`src/rtl/add_acc_ctrl.sv`:
```
// add_acc_ctrl: frame accumulator that feeds an external 16-bit adder.
// Each accepted word is added to the running sum. At end of frame the block
// holds the sum, a sticky carry flag and a saturating beat count on a
// valid/ready output port.

module add_acc_ctrl #(
  parameter int CNT_W = 8
) (
  input  logic             clk,
  input  logic             rst,
  input  logic             in_valid,
  output logic             in_ready,
  input  logic [15:0]      in_data,
  input  logic             in_last,
  output logic [15:0]      add_a,
  output logic [15:0]      add_b,
  input  logic [15:0]      add_result,
  output logic             out_valid,
  input  logic             out_ready,
  output logic [15:0]      out_sum,
  output logic             out_ovf,
  output logic [CNT_W-1:0] out_cnt
);

  typedef enum logic {
    ACC  = 1'b0,
    HOLD = 1'b1
  } state_t;

  state_t           state_q;
  logic             first_q;
  logic [15:0]      acc_q;
  logic [CNT_W-1:0] cnt_q;
  logic             ovf_q;
  logic             outValid_q;
  logic [15:0]      outSum_q;
  logic [CNT_W-1:0] outCnt_q;
  logic             outOvf_q;

  logic             carry;
  logic [CNT_W-1:0] cnt_d;
  logic             ovf_d;

  // The first beat of a frame adds to zero so no clear cycle is needed.
  assign add_a = first_q ? 16'h0000 : acc_q;
  assign add_b = in_data;

  assign in_ready  = (state_q == ACC);
  assign out_valid = outValid_q;
  assign out_sum   = outSum_q;
  assign out_ovf   = outOvf_q;
  assign out_cnt   = outCnt_q;

  // Per-beat count and overflow updates, shared by mid-frame and last beats.
  always_comb begin
    carry = 1'b0;
    cnt_d = '0;
    ovf_d = 1'b0;
    carry = (add_result < add_a);
    if (first_q) begin
      cnt_d = CNT_W'(1);
    end else if (cnt_q == {CNT_W{1'b1}}) begin
      cnt_d = cnt_q;
    end else begin
      cnt_d = cnt_q + CNT_W'(1);
    end
    ovf_d = (first_q ? 1'b0 : ovf_q) | carry;
  end

  // Frame FSM: accumulate in ACC, hold the registered result in HOLD.
  always_ff @(posedge clk or posedge rst) begin
    if (rst) begin
      state_q    <= ACC;
      first_q    <= 1'b1;
      acc_q      <= 16'h0000;
      cnt_q      <= '0;
      ovf_q      <= 1'b0;
      outValid_q <= 1'b0;
      outSum_q   <= 16'h0000;
      outCnt_q   <= '0;
      outOvf_q   <= 1'b0;
    end else begin
      case (state_q)
        ACC: begin
          if (in_valid) begin
            if (!in_last) begin
              acc_q   <= add_result;
              cnt_q   <= cnt_d;
              ovf_q   <= ovf_d;
              first_q <= 1'b0;
            end else begin
              outSum_q   <= add_result;
              outCnt_q   <= cnt_d;
              outOvf_q   <= ovf_d;
              outValid_q <= 1'b1;
              first_q    <= 1'b1;
              state_q    <= HOLD;
            end
          end
        end
        HOLD: begin
          if (out_ready) begin
            outValid_q <= 1'b0;
            state_q    <= ACC;
          end
        end
        default: begin
          state_q <= ACC;
        end
      endcase
    end
  end

endmodule
```
`config.mk`:
```
export PLATFORM = sky130hd
export DESIGN_NAME = add_acc_ctrl
export DESIGN_NICKNAME = d
export VERILOG_FILES = /design/src/rtl/add_acc_ctrl.sv
export SDC_FILE = /design/constraint.sdc
export NUM_CORES = 1
export LEC_CHECK = 0
export BUFFER_PORTS_ARGS = -buffer_cell sky130_fd_sc_hd__buf_2
export CORE_ASPECT_RATIO = 1.75
export CORE_MARGIN = 1
export CORE_UTILIZATION = 35
export CTS_CLUSTER_SIZE = 30
export DETAILED_ROUTE_END_ITERATION = 8
export PLACE_DENSITY = 0.64
export SYNTH_ARGS = -nofsm -noshare
export SYNTH_HDL_FRONTEND = slang
export SYNTH_SLANG_ARGS = --single-unit
```
`constraint.sdc`:
```
create_clock -name clk -period 2.4 [get_ports clk]
set_input_delay 0.48 -clock clk [delete_from_list [all_inputs] [get_ports clk]]
set_output_delay 0.48 -clock clk [all_outputs]
set_load 0.05 [all_outputs]
```
## After elaboration in Yosys (flattened, before gate mapping)

Index checks and enable logic that the tools add are counted.

| cells by class | value |
|---|---|
| order comparisons | 1 |
| equal/unequal tests | 4 |
| muxes and demuxes | 12 |
| bitwise logic cells | 3 |
| reduce and logical (&&, ||, !) cells | 4 |
| add/sub/neg operators | 1 |

Operators by type and width:

| kind | count |
|---|---|
| $lt A16 B16 Y1 | 1 |
| $mux W16 | 1 |
| $mux W8 | 2 |
| $reduce_and A3 Y1 | 3 |
| $add A8 B1 Y8 const B | 1 |
| $eq A8 B8 Y1 const B | 1 |
| $mux W1 | 7 |
| $ne A2 B2 Y1 const B | 2 |
| $pmux W1 S2 | 2 |
| $ne A2 B1 Y1 const B | 1 |
| $not A1 Y1 | 2 |
| $reduce_and A2 Y1 | 1 |
| $or A1 B1 Y1 | 1 |

| word-level totals | value |
|---|---|
| register bits after elaboration | 53 |
| input bits | 37 |
| output and inout bits | 59 |
| word-level logic and storage cells | 34 |

## Depth between registers and ports, before layout

| logic depth | value |
|---|---|
| depth in word-level cells | 3 |
| depth in mapped cells | 8 |
| mapped depth without buffers | 7 |

## Worst setup path before layout

OpenSTA, ideal clock, no wires.

| timing path | value |
|---|---|
| kind | register to register |
| from | reg first_q |
| to | reg ovf_q |
| period minus slack after synthesis | 1.923 ns |
| arrival time | 1.840 ns |
| cell stages (with the launch flop) | 9 |
| path buffers | 1 |
| setup slack | 0.477 ns |
| library setup time | 0.083 ns |
| data required time | 2.317 ns |
| path through | dfstp_2 > clkinv_1 > clkbuf_1 > nand2_1 > ha_1 > a41o_1 > a21oi_1 > o2bb2ai_1 > o21ai_0 |

| on the way | value |
|---|---|
| cells in the longest elaborated chain, start to end | 3 |
| elaborated cells on any way between the ends | 4 |
| those cells by class | order compare: 1; mux: 2; bitwise: 1 |

Ends and longest elaborated chain:

| element | line | RTL |
|---|---|---|
| start: declaration | 31 | `logic first_q;` |
| start signal: assignment | 74 | `first_q <= 1'b1;` |
| start signal: assignment | 90 | `first_q <= 1'b0;` |
| start signal: assignment | 96 | `first_q <= 1'b1;` |
| $mux W16 | 45 | `assign add_a = first_q ? 16'h0000 : acc_q;` |
| $lt A16 B16 Y1 | 59 | `carry = (add_result < add_a);` |
| $or A1 B1 Y1 (*) | 67 | `ovf_d = (first_q ? 1'b0 : ovf_q) \| carry;` |
| end signal: assignment | 89 | `ovf_q <= ovf_d;` |
| end: declaration | 34 | `logic ovf_q;` |

Mark *: on every way between the ends. The rest lies on a longest branch, timed or not.
A chain may end at the register's enable or synchronous reset.

## Worst setup path after layout

| timing path | value |
|---|---|
| from | reg first_q |
| to | out add_a[3] |

| on the way | value |
|---|---|
| cells in the longest elaborated chain, start to end | 1 |

Ends and longest elaborated chain:

| element | line | RTL |
|---|---|---|
| $mux W16 | 45 |  |
| end: declaration | 15 | `output logic [15:0] add_a,` |

No other way between the ends.

==> metrics <==
status completed; commonest non-fill, non-tap cell in the layout nand2_1; I/O pin cnt 96; Area contributors post-synth dfrtp_1 46%, nand2_1 11%, mux2_2 7.5%; Critical Path Source Type flop; Max-Cap Viols 0; first-pass GRT wire length 10800 um; Synth Area in Compound Gates 10.2%; FILL cells 799; Detailed Routing Iterations Pass 1 4; critical path data required time 1.92 ns; Yosys cell types 44; ANT cells 0; post-DP HPWL 4840 um; Clk pwr share 22.2%; vias in the first global route 2249; Reg power frac 37.5%; WS Path Type flop to output port; Hold Violations, Final 0; Top delay family on crit path buffers and inverters; Worst Path Max Fanout 19; vias per cell 5.09; fraction of layout instances using a drive strength above 1 31.2%; setup TNS 0 ns; maximum number of pins on one net before global-route repair 54; CTS tree yes; VDD IR-drop max 0.558 mV; syn_area_per_cell 9.62 um2; area share of the largest cell type after synthesis 45.7%; initial core utilization 36.0%; PD cells 1020 nW/um2; Critical path buffers and inverters 3; worst-margin pin slew 0.843 ns; Critical Path, Cell by Cell clkinvlp_4, nand2_1, inv_1, buf_2; Worst Skew 0.00566 ns; CP startpoint first_q; xor/xnor share of the synthesized area 0.922%; initial antenna violation count 0; Main synth FF type dfrtp_1; Psw 1.46 mW; Post-synth EDFFs 0; Adder-Cell Fraction of Synth Area 7.03%; CTS Buf Count 5; CP peak stage delay 0.55 ns; main combinational cell family by area after synthesis simple AND/OR/NAND/NOR gates; clk sink count 53; die height 121 um; Async S/R FF share, synth 100%; Comb power frac 40.3%; Post-Synth Simple-Gate Area 18.5%; worst r2r src first_q; crit end category output port; Die Area 8520 um2; setup bufs post-CTS 0; relative slew slack 43.8%; post-route ant nets 0; detailed-route via count 2219; Clock transition at path regs 0.06 ns; DR WL/cell 14.7 um; final slew viol count 0; clk buf depth 2; Max Clk Rate 0.476 GHz; RSZ-0062 raised after global routing no; final setup violating endpoints 0; Hold Crit Class primary input to async pin; slowest CP cell dfstp_2; synthesis-to-finish area growth 16.9%; Total Wirelength 6390 um; post-synthesis mux area share 8.56%; Placer Congestion 0.828; # nets final 398; DR iter-0 viols 82; #FFs+latches synth 53; syn nets 349; Port Buffer Count 63; # DRC 0; Core Box Area 7910 um2; CTS H-tree lvls 2; worst skew pair latency 0.30 ns; post-synthesis instance total 296; Tcrit/Tclk final 87.5%; Cell Int Power 1.94 mW; Static Leak 1.76 nW; worst slack, placed 0.213 ns; gr ovfl total 0; R2R setup slack 0.36 ns; Worst Path Arrival 1.62 ns; Syn. warnings 0; Sw Ratio 42.9%; commonest cells after routing, fill and taps aside 81 x nand2_1, 63 x buf_2, 52 x dfrtp_1; sequential fraction of the synthesis area 46.6%; root buf cell clkbuf_16; GRT Util Overall 16.5%; chip width 70.2 um; final worst slack 0.300 ns; Yosys top cell by area dfrtp_1; post-synthesis cell area 2850 um2; Cell Rows 43; min cycle time layout 2.10 ns
-- final cells by class --
type                    instances  area [um2]  share of cell area, %
inverters                      18        71.3                   2.14
clock inverters                 1        5.00                  0.150
repair buffers                 69         373                   11.2
flip-flops and latches         53        1330                   39.9
multi-input cells             198        1290                   38.7
well taps                      90         113                   3.38
clock buffers                   7         153                   4.58
-- synthesized netlist by cell type (2+ instances only) --
library cell,instances
o211ai_1,3
o21ai_1,3
nand2_1,81
nor2_1,8
inv_1,17
clkbuf_1,8
ha_1,16
o31ai_1,2
o21a_1,3
buf_2,3
mux2i_1,3
nor2b_1,2
o21ai_0,9
nor4b_1,2
and4_1,3
a21oi_1,15
dfrtp_1,52
o2111ai_1,2
xor2_1,3
o21ai_2,2
buf_4,16
and3_1,3
mux2_2,19
-- stage by stage --
step / hold slack, ns / instance area, um2 / cells / power, mW / utilization, %
floorplan: 0.446 / 2850 / 296 / 2.39 / -
CTS: 0.237 / 3330 / 436 / 3.44 / 42.1
global placement: 0.457 / 3170 / 428 / 2.64 / 40.1
finish: 0.229 / 3330 / 436 / 3.40 / 42.1
detailed placement: 0.460 / 3170 / 428 / 2.67 / 40.1
global route: 0.252 / 3330 / 436 / 3.60 / 42.1
-- worst min-delay path: cells and delay by family --
| family | cells | cell delay [ns] |
|---|---|---|
| buffers and inverters | 3 | 0.42 |
-- cell families (layout without fill, tap and decap cells) --
logic type,after synthesis,after routing
AO/OA/AOI/OAI,46,46
AND/OR/NAND/NOR,111,111
multiplexers,22,22
buffers and inverters,45,95
flip-flops,53,53
adder cells (fa/ha/maj),16,16
XOR/XNOR,3,3
-- timing repair --
action                     4_1_cts  5_1_grt
gates resized for setup          0        1
hold buffers                     0        0
setup endpoints to repair        0        1
-- routing by layer --
layer	vias to the layer above	track usage, %	share of wire (%)
li1	1080	-	-
met1	1074	17.7	39
met2	52	30.0	54
met3	13	2.91	3.9
met4	0	8.88	3.0
met5	-	0	0
-- power by group through the flow --
stage / clock network [mW] / logic [mW] / registers (mW)
finish: 0.754 / 1.37 / 1.27
global route: 0.812 / 1.48 / 1.31
CTS: 0.778 / 1.39 / 1.27
detailed placement: 0 / 1.38 / 1.29
global placement: 0 / 1.36 / 1.28
floorplan: 0 / 0.739 / 1.65
-- sequential cells by signal, summed over array words and instances (netlist names) --
name and flops:
acc_q 16, out_sum 16, cnt_q 8, out_cnt 8
first_q 1, out_ovf 1, out_valid 1, ovf_q 1
state_q 1
-- worst paths after layout --
path,end,depth (start not counted)
min reg2reg,out_cnt[3],2
min,out_sum[12],3
max,add_a[3],4
max reg2reg,ovf_q,7
max in group asynchronous,first_q,3
min in group clk,state_q,2
No activity file was read; power rests on OpenSTA's default activity.
